[src/rtl/operand_fetch.sv]
// Operand fetch: decodes LC-3 source selectors, absorbs the regfile's synchronous read and forwards writebacks.
// Latency: accept at edge T, operand bundle valid from T+1; peak rate one instruction every 2 cycles.
// Backpressure: bundle held stable while out_ready=0; in_ready=0 in READ, follows out_ready in VALID.
module operand_fetch #(
    parameter int WIDTH = 16,
    parameter int AW    = 3
) (
    input  logic             clk,
    input  logic             rst_n,
    // decode-side handshake
    input  logic             in_valid,
    output logic             in_ready,
    input  logic [15:0]      in_instr,
    // writeback request
    input  logic             wb_valid,
    input  logic [AW-1:0]    wb_dr,
    input  logic [WIDTH-1:0] wb_data,
    // register file interface
    output logic [AW-1:0]    rf_sr1_sel,
    output logic [AW-1:0]    rf_sr2_sel,
    output logic [AW-1:0]    rf_dr_sel,
    output logic [WIDTH-1:0] rf_dr_in,
    output logic             rf_load_reg,
    input  logic [WIDTH-1:0] rf_sr1_out,
    input  logic [WIDTH-1:0] rf_sr2_out,
    // execute-side handshake
    output logic             out_valid,
    input  logic             out_ready,
    output logic [15:0]      out_instr,
    output logic [AW-1:0]    out_dr,
    output logic [WIDTH-1:0] out_op1,
    output logic [WIDTH-1:0] out_op2
);

    typedef enum logic [1:0] {
        S_IDLE  = 2'd0,
        S_READ  = 2'd1,
        S_VALID = 2'd2
    } state_t;

    state_t             state_q, state_d;
    logic               out_valid_q, out_valid_d;
    logic               in_ready_c;

    logic [15:0]        instr_q, instr_d;
    logic [AW-1:0]      sr1_q, sr1_d;
    logic [AW-1:0]      sr2_q, sr2_d;
    logic               byp1_q, byp1_d;
    logic               byp2_q, byp2_d;
    logic [WIDTH-1:0]   byp1_dat_q, byp1_dat_d;
    logic [WIDTH-1:0]   byp2_dat_q, byp2_dat_d;
    logic [WIDTH-1:0]   op1_q, op1_d;
    logic [WIDTH-1:0]   op2_q, op2_d;

    logic               is_store;
    logic               accept;
    logic               capture;
    logic               acc_hit1, acc_hit2;
    logic               cap_hit1, cap_hit2;

    // Stores (ST/STR/STI) read their source register from the DR field instead of SR2.
    assign is_store   = (in_instr[13:12] == 2'b11) && (in_instr[15:14] != 2'b11);
    assign rf_sr1_sel = AW'(in_instr[8:6]);
    assign rf_sr2_sel = is_store ? AW'(in_instr[11:9]) : AW'(in_instr[2:0]);

    // Writeback goes straight to the regfile write port with no added latency.
    assign rf_dr_sel   = wb_dr;
    assign rf_dr_in    = wb_data;
    assign rf_load_reg = wb_valid;

    assign in_ready  = in_ready_c;
    assign accept    = in_valid && in_ready_c;
    assign capture   = (state_q == S_READ);

    // At the accept edge the regfile samples the pre-write value, so a matching writeback must be remembered.
    assign acc_hit1  = wb_valid && (wb_dr == rf_sr1_sel);
    assign acc_hit2  = wb_valid && (wb_dr == rf_sr2_sel);
    // At the capture edge a matching writeback is newer than anything else we hold.
    assign cap_hit1  = wb_valid && (wb_dr == sr1_q);
    assign cap_hit2  = wb_valid && (wb_dr == sr2_q);

    assign out_valid = out_valid_q;
    assign out_instr = instr_q;
    assign out_dr    = AW'(instr_q[11:9]);
    assign out_op1   = op1_q;
    assign out_op2   = op2_q;

    // FSM state register.
    always_ff @(posedge clk or negedge rst_n) begin
        if (!rst_n) begin
            state_q     <= S_IDLE;
            out_valid_q <= 1'b0;
        end else begin
            state_q     <= state_d;
            out_valid_q <= out_valid_d;
        end
    end

    // FSM next state, input ready and output valid.
    always_comb begin
        state_d     = state_q;
        out_valid_d = out_valid_q;
        in_ready_c  = 1'b0;
        unique case (state_q)
            S_IDLE: begin
                in_ready_c = 1'b1;
                if (in_valid) begin
                    state_d = S_READ;
                end
            end
            S_READ: begin
                state_d     = S_VALID;
                out_valid_d = 1'b1;
            end
            S_VALID: begin
                // A new instruction may enter only in the cycle the held bundle leaves.
                in_ready_c = out_ready;
                if (out_ready) begin
                    out_valid_d = 1'b0;
                    state_d     = in_valid ? S_READ : S_IDLE;
                end
            end
            default: begin
                state_d     = S_IDLE;
                out_valid_d = 1'b0;
            end
        endcase
    end

    // Datapath next state: latch on accept, resolve operands on capture.
    always_comb begin
        instr_d    = instr_q;
        sr1_d      = sr1_q;
        sr2_d      = sr2_q;
        byp1_d     = byp1_q;
        byp2_d     = byp2_q;
        byp1_dat_d = byp1_dat_q;
        byp2_dat_d = byp2_dat_q;
        op1_d      = op1_q;
        op2_d      = op2_q;

        if (accept) begin
            instr_d = in_instr;
            sr1_d   = rf_sr1_sel;
            sr2_d   = rf_sr2_sel;
            byp1_d  = acc_hit1;
            byp2_d  = acc_hit2;
            if (acc_hit1) begin
                byp1_dat_d = wb_data;
            end
            if (acc_hit2) begin
                byp2_dat_d = wb_data;
            end
        end

        if (capture) begin
            // Priority: writeback at this edge, then writeback seen at accept, then regfile read.
            if (cap_hit1) begin
                op1_d = wb_data;
            end else if (byp1_q) begin
                op1_d = byp1_dat_q;
            end else begin
                op1_d = rf_sr1_out;
            end

            if (cap_hit2) begin
                op2_d = wb_data;
            end else if (byp2_q) begin
                op2_d = byp2_dat_q;
            end else begin
                op2_d = rf_sr2_out;
            end

            byp1_d = 1'b0;
            byp2_d = 1'b0;
        end
    end

    // Datapath registers; reset discards any in-flight instruction.
    always_ff @(posedge clk or negedge rst_n) begin
        if (!rst_n) begin
            instr_q    <= '0;
            sr1_q      <= '0;
            sr2_q      <= '0;
            byp1_q     <= 1'b0;
            byp2_q     <= 1'b0;
            byp1_dat_q <= '0;
            byp2_dat_q <= '0;
            op1_q      <= '0;
            op2_q      <= '0;
        end else begin
            instr_q    <= instr_d;
            sr1_q      <= sr1_d;
            sr2_q      <= sr2_d;
            byp1_q     <= byp1_d;
            byp2_q     <= byp2_d;
            byp1_dat_q <= byp1_dat_d;
            byp2_dat_q <= byp2_dat_d;
            op1_q      <= op1_d;
            op2_q      <= op2_d;
        end
    end

endmodule

[config.mk]
export PLATFORM = sky130hd
export DESIGN_NAME = operand_fetch
export DESIGN_NICKNAME = d
export VERILOG_FILES = /design/src/rtl/operand_fetch.sv
export SDC_FILE = /design/constraint.sdc
export NUM_CORES = 1
export LEC_CHECK = 0
export CAP_MARGIN = 25
export CORE_ASPECT_RATIO = 0.9
export CORE_UTILIZATION = 60
export DETAILED_ROUTE_END_ITERATION = 6
export DONT_BUFFER_PORTS = 1
export PLACE_DENSITY = 0.76
export SLEW_MARGIN = 15
export SYNTH_ARGS = -nofsm -noshare
export SYNTH_HDL_FRONTEND = slang
export SYNTH_SLANG_ARGS = --single-unit
[constraint.sdc]
create_clock -name clk -period 2.51 [get_ports clk]
set_clock_uncertainty 0.2 [all_clocks]
set_input_delay 0.3765 -clock clk [delete_from_list [all_inputs] [get_ports clk]]
set_output_delay 0.3765 -clock clk [all_outputs]
set_load 0.005 [all_outputs]
==> key figures, run 1 <==
STA
  – Max-slew violations: 0
  – Final setup violation count: 0
  – Final setup margin: 0.574 ns
  – Fin crit share: 77.1%
  – Fin. Hold Viols: between 80 and 90
  – Fmax: 517 MHz
  – Worst-margin pin slew: about 0.46 ns
  – Setup TNS: 0 ns
  – Tightest hold margin: -0.496 ns
  – RSZ-0062 raised after global routing: no
  – Max_slew headroom: 69.2%
  – Min Tclk post-route: a little under 2 ns

Placed design
  – Post-DP HPWL: 6220 µm
  – Placed cell count: 484
  – Pre-CTS setup slack: about 0.23 ns
  – Port bufs: 0
  – Placed cell areas: 4250 µm²
  – GP Congestion: 0.775

CTS
  – Hold Buf Count CTS: 33
  – Clk pin slew, worst setup/hold paths: 0.09 ns
  – Num CTS Buffers: 9
  – CTS tree: done
  – Clock Path Buffers: 2
  – CTS resizes: 0
  – Post-CTS setup buffer count: 0
  – Clock Latency Late Sink: 0.35 ns
  – Root Buffer: clkbuf_8
  – TritonCTS Sinks: 88
  – H-tree levels: 3

Die
  – Core Rows: 29
  – Core Region: ~7000 µm²
  – Initial Util: 61.7%
  – Die area: 7580 µm²
  – Die Height: 82.7 µm
  – Die X: 91.7 µm
  – I/O Pins: 151

Global route
  – Vias in the first global route: about 3000
  – First-pass GRT wire length: around 15000 µm
  – Largest net degree at the start of global routing: 89
  – Antenna violations before repair: 0
  – Total congestion overflow: 0
  – Gr usage total: 26.5%

Synthesis
  – Synth area leaders: dfrtp_1 51%, nand2_1 10%, o21ai_0 7.7%
  – Share of the synthesized area in the top cell type: 50.7%
  – Yosys reg bits: 88
  – Register area share after synthesis: 50.7%
  – Synth Warn #: 0
  – Yosys cell types: 29
  – Syn Area/Cell: 10.0 µm²
  – Net Count, Synth: 505
  – Mapped Cells: 433
  – Cell taking the most area after synthesis: dfrtp_1
  – Cell Area, Synth: 4340 µm²

Detailed routing
  – Via-per-instance ratio: approximately 5.7
  – Vias: 3047
  – Drt pass-1 iters: 4
  – Antenna-violating nets left: 0
  – DRC viols: 0
  – DRC violation total after the first TritonRoute iteration: 190
  – DR WL/cell: 18.5 µm
  – Total routed wirelength: 9840 µm

Setup path
  – Crit end category: flip-flop
  – Worst r2r path cells: 5
  – CP Max Fanout: 17
  – RR Startpoint: state_q[0]
  – Flop2flop setup slack: 0.57 ns
  – FF-to-FF End: byp1_dat_q[3]
  – Data arrival time of the worst path: 1.98 ns
  – CP startpoint kind: flip-flop
  – WS Path Type: reg2reg
  – Crit path required time: 2.55 ns

Layout
  – Area Growth Syn to Fin: 10.0%
  – Nets: 507
  – Antenna diodes: 0
  – Layout cell share with drive strength beyond 1: 14.5%
  – Non-Filler Instances: 533
  – Layout Utilization: 67.9%
  – Fillers: 546
  – Cell area after layout: 4780 µm²

Status
  – Outcome: finished with violations
  – Failing checks: hold timing

Pwr
  – Pint: about 2.8 mW
  – Peak supply drop: 0.000446 V
  – Total power: 4.10 mW
  – Leak: between 2 and 2.5 nW
  – Gate power share: between 20% and 30%
  – Sequential group share of total power: 55.7%
  – NetSw: 1.29 mW
  – Pwr dens: 858 nW/µm²
  – Clock share of power: between 20% and 30%
  – Net Sw Frac: 31.4%

Job
  – Max_cap viols: 0

Min path
  – Hold Path Class: in2async
[cell type report]
type                    instances  area, µm²  share of cell area [%]
well taps                      93        116                    2.44
repair buffers                 42        423                    8.85
clock buffers                  10        128                    2.67
inverters                       4       15.0                   0.314
flip-flops and latches         88       2200                    46.1
multi-input cells             290       1830                    38.2
clock inverters                 6       67.6                    1.41
[sequential cells by signal, indices dropped and copies added (netlist names)]
register	cells
byp1_dat_q	16
byp2_dat_q	16
out_instr	16
out_op1	16
out_op2	16
sr2_q	3
state_q	2
byp1_q	1
byp2_q	1
out_valid	1
[cells in the final DEF (no fill, tap or decap), drive strengths merged, types with 2 or more instances in the layout]
| cell | synthesis | layout |
|---|---|---|
| a21oi | 3 | 3 |
| and2 | 2 | 2 |
| buf | 34 | 9 |
| clkbuf | 17 | 10 |
| clkinv | 0 | 2 |
| clkinvlp | 0 | 2 |
| dfrtp | 88 | 88 |
| dlygate4sd3 | 0 | 33 |
| inv | 4 | 5 |
| mux2 | 34 | 34 |
| mux2i | 32 | 32 |
| nand2 | 121 | 121 |
| nand2b | 2 | 2 |
| nand3 | 2 | 2 |
| nand4 | 2 | 2 |
| nor2 | 4 | 4 |
| o21ai | 67 | 67 |
| xnor2 | 9 | 9 |
| xor2 | 4 | 4 |
[critical path, stage by stage (launching register included)]
cell	delay (ns)
dfrtp_1	0.44
inv_1	0.11
nand3_1	0.20
nor3_4	0.21
buf_4	0.28
mux2_2	0.37
[synthesized netlist by cell type, drive strengths merged]
library cell,count
o31ai,1
buf,34
xnor2,9
or4,1
a31oi,1
o2111ai,1
inv,4
o21ai,67
nand3,2
mux2i,32
mux2,34
or3b,1
and3,1
o21a,1
clkbuf,17
a21oi,3
nand4,2
nand2b,2
nand2,121
and2,2
nor2,4
xor2,4
dfrtp,88
nor3,1
[how the worst max path moves through the flow]
stage | start | end | slack, ns
after floorplan | in_instr[14] | byp2_dat_q[10] | 0.26
after global placement | in_instr[14] | byp2_dat_q[15] | 0.28
after detailed placement | in_instr[14] | byp2_dat_q[0] | 0.23
after CTS | state_q[0] | byp1_dat_q[4] | 0.56
after global routing | state_q[0] | byp1_dat_q[3] | 0.45
final | state_q[0] | byp1_dat_q[3] | 0.57
[power by group through the flow]
| stage | clock (mW) | sequential (mW) | combinational, mW |
|---|---|---|---|
| floorplan | 0 | 2.19 | 0.706 |
| global placement | 0 | 2.28 | 0.737 |
| detailed placement | 0 | 2.31 | 0.788 |
| CTS | 0.994 | 2.28 | 0.833 |
| global route | 1.05 | 2.35 | 0.946 |
| finish | 0.979 | 2.28 | 0.839 |
[metal layers]
layer  share of wire (%)  global-route usage (%)  vias up  routed length, µm
met1                  40                    30.6     1460               3960
li1                    -                       -     1418                  -
met5                   0                       0        -                  0
met4                 2.3                    10.8        0                229
met2                  50                    46.5      145               4890
met3                 7.8                    8.61       24                764
[logic make-up (layout without fill, tap and decap cells)]
| family | count (synthesis) | after routing | share of synthesized area (%) |
|---|---|---|---|
| flops | 88 | 88 | 50.7 |
| simple gates | 137 | 137 | 12.8 |
| compound gates | 74 | 74 | 9.48 |
| buf+inv | 55 | 62 | 7.43 |
| xor+xnor | 13 | 13 | 2.62 |
| mux | 66 | 66 | 17.0 |
No activity file was read; power rests on OpenSTA's default activity.
==> inputs of run 2 (changes only) <==
--- a/config.mk
+++ b/config.mk
@@ -5,6 +5,7 @@
 export SDC_FILE = /design/constraint.sdc
 export NUM_CORES = 1
 export LEC_CHECK = 0
+export ABC_AREA = 1
 export CAP_MARGIN = 25
 export CORE_ASPECT_RATIO = 0.9
 export CORE_UTILIZATION = 60
==> constraint.sdc (replaced) <==
create_clock -name clk -period 1.82 [get_ports clk]
set_clock_uncertainty 0.2 [all_clocks]
set_input_delay 0.273 -clock clk [delete_from_list [all_inputs] [get_ports clk]]
set_output_delay 0.273 -clock clk [all_outputs]
set_load 0.005 [all_outputs]
==> key figures, run 2 <==
STA
  – Worst-margin pin slew: approximately 0.53 ns
  – Fin crit share: 100%
  – Fin. Hold Viols: 88
  – Tightest hold margin: -0.593 ns
  – Max-slew violations: 0
  – RSZ-0062 raised after global routing: yes
  – Min Tclk post-route: 1.83 ns
  – Final setup violation count: 1
  – Fmax: ~550 MHz
  – Max_slew headroom: 64.5%
  – Final setup margin: -0.00840 ns

Layout
  – Non-Filler Instances: 720
  – Most frequent cells in the layout: 267 x nand2_1, 87 x dfrtp_1, 43 x nand3_1
  – Antenna diodes: 0
  – Area Growth Syn to Fin: 12.9%
  – Nets: 695
  – Commonest non-fill, non-tap cell in the layout: nand2_1
  – Layout cell share with drive strength beyond 1: under 10%
  – Fillers: 585
  – Cell area after layout: 5080 µm²

Synthesis
  – Cell taking the most area after synthesis: dfrtp_1
  – Net Count, Synth: approximately 680
  – Synth area leaders: dfrtp_1 49%, nand2_1 22%, nand3_1 5.0%
  – Yosys cell types: 22
  – Yosys reg bits: 88
  – Syn Area/Cell: 7.41 µm²
  – Most common cell in the synthesized netlist: nand2_1
  – FFs w/ async S/R, synth: 100%
  – Register area share after synthesis: around 49%
  – Main flop type after synthesis: dfrtp_1
  – Post-synth top cells: 269 x nand2_1, 88 x dfrtp_1, 45 x nand3_1
  – Synth Warn #: 0
  – EDFF count, synth: 0
  – Cell Area, Synth: 4500 µm²
  – Share of the synthesized area in the top cell type: 49.0%
  – Mapped Cells: 607

Placed design
  – Placed cell count: roughly 660
  – Placed cell areas: 4390 µm²
  – Post-DP HPWL: about 7400 µm
  – Pre-CTS setup slack: 0.118 ns
  – GP Congestion: 0.844
  – Port bufs: 0

Detailed routing
  – DR WL/cell: 16.2 µm
  – DRC viols: 0
  – Antenna-violating nets left: 0
  – Drt pass-1 iters: 5
  – Total routed wirelength: 11700 µm
  – DRC violation total after the first TritonRoute iteration: 189
  – Vias: 3927
  – Via-per-instance ratio: approximately 5.5

Pwr
  – Leak: 2.72 nW
  – Peak supply drop: roughly 0.00058 V
  – Total power: 5.90 mW
  – Pwr dens: between 1000 and 1500 nW/µm²

Global route
  – Vias in the first global route: roughly 3800
  – Met3 Resource Use GR: about 8.3%
  – GR peak layer: met2
  – Gr usage total: a little under a third
  – Antenna violations before repair: 0
  – Met2 usage: 44.8%
  – GR met1 Demand/Resource: between 40% and 50%
  – First-pass GRT wire length: 18300 µm
  – Total congestion overflow: 0
  – Largest net degree at the start of global routing: between 80 and 90

Die
  – Die Height: 84.1 µm
  – Die X: 93.3 µm
  – Initial Util: a little over three fifths
  – Core Rows: 29
  – I/O Pins: 151
  – Die area: slightly below 8000 µm²
  – Core Region: 7150 µm²

CTS
  – CTS tree: done
  – Clock Latency Late Sink: 0.35 ns
  – Clock Path Buffers: 2
  – TritonCTS Sinks: 88
  – H-tree levels: 3
  – Clk pin slew, worst setup/hold paths: approximately 0.080 ns
  – Num CTS Buffers: 9
  – Root Buffer: clkbuf_8

Status
  – Failing checks: hold timing, setup timing
  – Outcome: finished with violations

Setup path
  – CP Max Fanout: 8
  – Data arrival time of the worst path: between 1.5 and 2 ns
  – Crit end category: flip-flop
  – Crit path required time: 1.91 ns
  – CP startpoint kind: flip-flop
  – CP peak stage delay: 0.46 ns
  – Cells along the critical path: nand2_4, nand3_4, nor2_4, nand2_2, nor2_4, buf_6, nand3_1, nand2_1
  – WS Path Type: reg2reg
  – Slowest cell on crit path: dfrtp_2
  – Crit-path most repeated cell: nor2_4

Min path
  – Hold Path Class: in2async

Job
  – Max_cap viols: 0
-- run 2: cell count changes in the layout (fill, tap and decap cells not counted), sizes merged, moves of 5 or more --
cell         previous run  this run
buf                     9        16
dlygate4sd3            33        38
inv                     5        34
mux2                   34         0
mux2i                  32         0
nand2                 121       275
nand3                   2        47
nor2                    4        39
o21ai                  67        62
xnor2                   9         4
-- run 2: through the flow --
step / util [%] / TNS (ns) / hold slack [ns]
floorplan: - / 0 / -0.223
global placement: 61.5 / 0 / -0.221
detailed placement: 61.5 / 0 / -0.221
CTS: 69.7 / 0 / -0.605
global route: 71.0 / -0.501 / -0.628
finish: 71.0 / -0.00840 / -0.593
-- run 2: cell families after synthesis --
kind of cell	synth area share (%)
compound gates	7.43
xor+xnor	0.779
buf+inv	10.2
flops	49.0
simple gates	32.7
-- run 2: power breakdown --
group | internal [mW] | switching [mW]
registers | 2.64 | 0.515
clock network | 0.741 | 0.676
logic | 0.550 | 0.776
total | 3.93 | 1.97
-- run 2: worst paths after layout --
check	startpoint	end	cells after the start	slack [ns]
max	state_q[1]	byp2_dat_q[12]	8	-0.008
min	rst_n	out_instr[10]	0	-0.59
max reg2reg	state_q[1]	byp2_dat_q[12]	8	-0.008
min reg2reg	byp2_dat_q[11]	byp2_dat_q[11]	2	0.28
max in group asynchronous	rst_n	out_instr[6]	0	1.88
min in group clk	rf_sr2_out[5]	out_op2[5]	4	0.02
-- run 2: worst max-delay path, delay by kind of cell (launching register included) --
| kind | cells | cell delay, ns |
|---|---|---|
| buf+inv | 1 | 0.19 |
| flops | 1 | 0.46 |
| simple gates | 7 | 0.91 |
-- run 2: layout make-up --
cell class | count | area (µm²) | share of cell area (%)
sequential | 88 | 2200 | 43.4
multi-input combinational | 432 | 1890 | 37.3
timing repair buffer | 55 | 520 | 10.2
clock buffer | 13 | 169 | 3.33
inverter | 37 | 139 | 2.73
tap | 93 | 116 | 2.29
clock inverter | 2 | 37.5 | 0.739
-- run 2: what timing repair did --
action,4_1_cts,5_1_grt
endpoints found under the setup margin,0,33
resized for setup,0,11
hold buffers,38,1
hold endpoints to repair,146,89
setup buffers,0,3
-- run 2: routing by layer --
layer / up-vias / share of wire, % / wire, µm
met5: - / 0 / 0
met4: 0 / 1.7 / 204
met3: 17 / 9.3 / 1080
met2: 193 / 45 / 5220
met1: 1814 / 44 / 5180
li1: 1903 / - / -
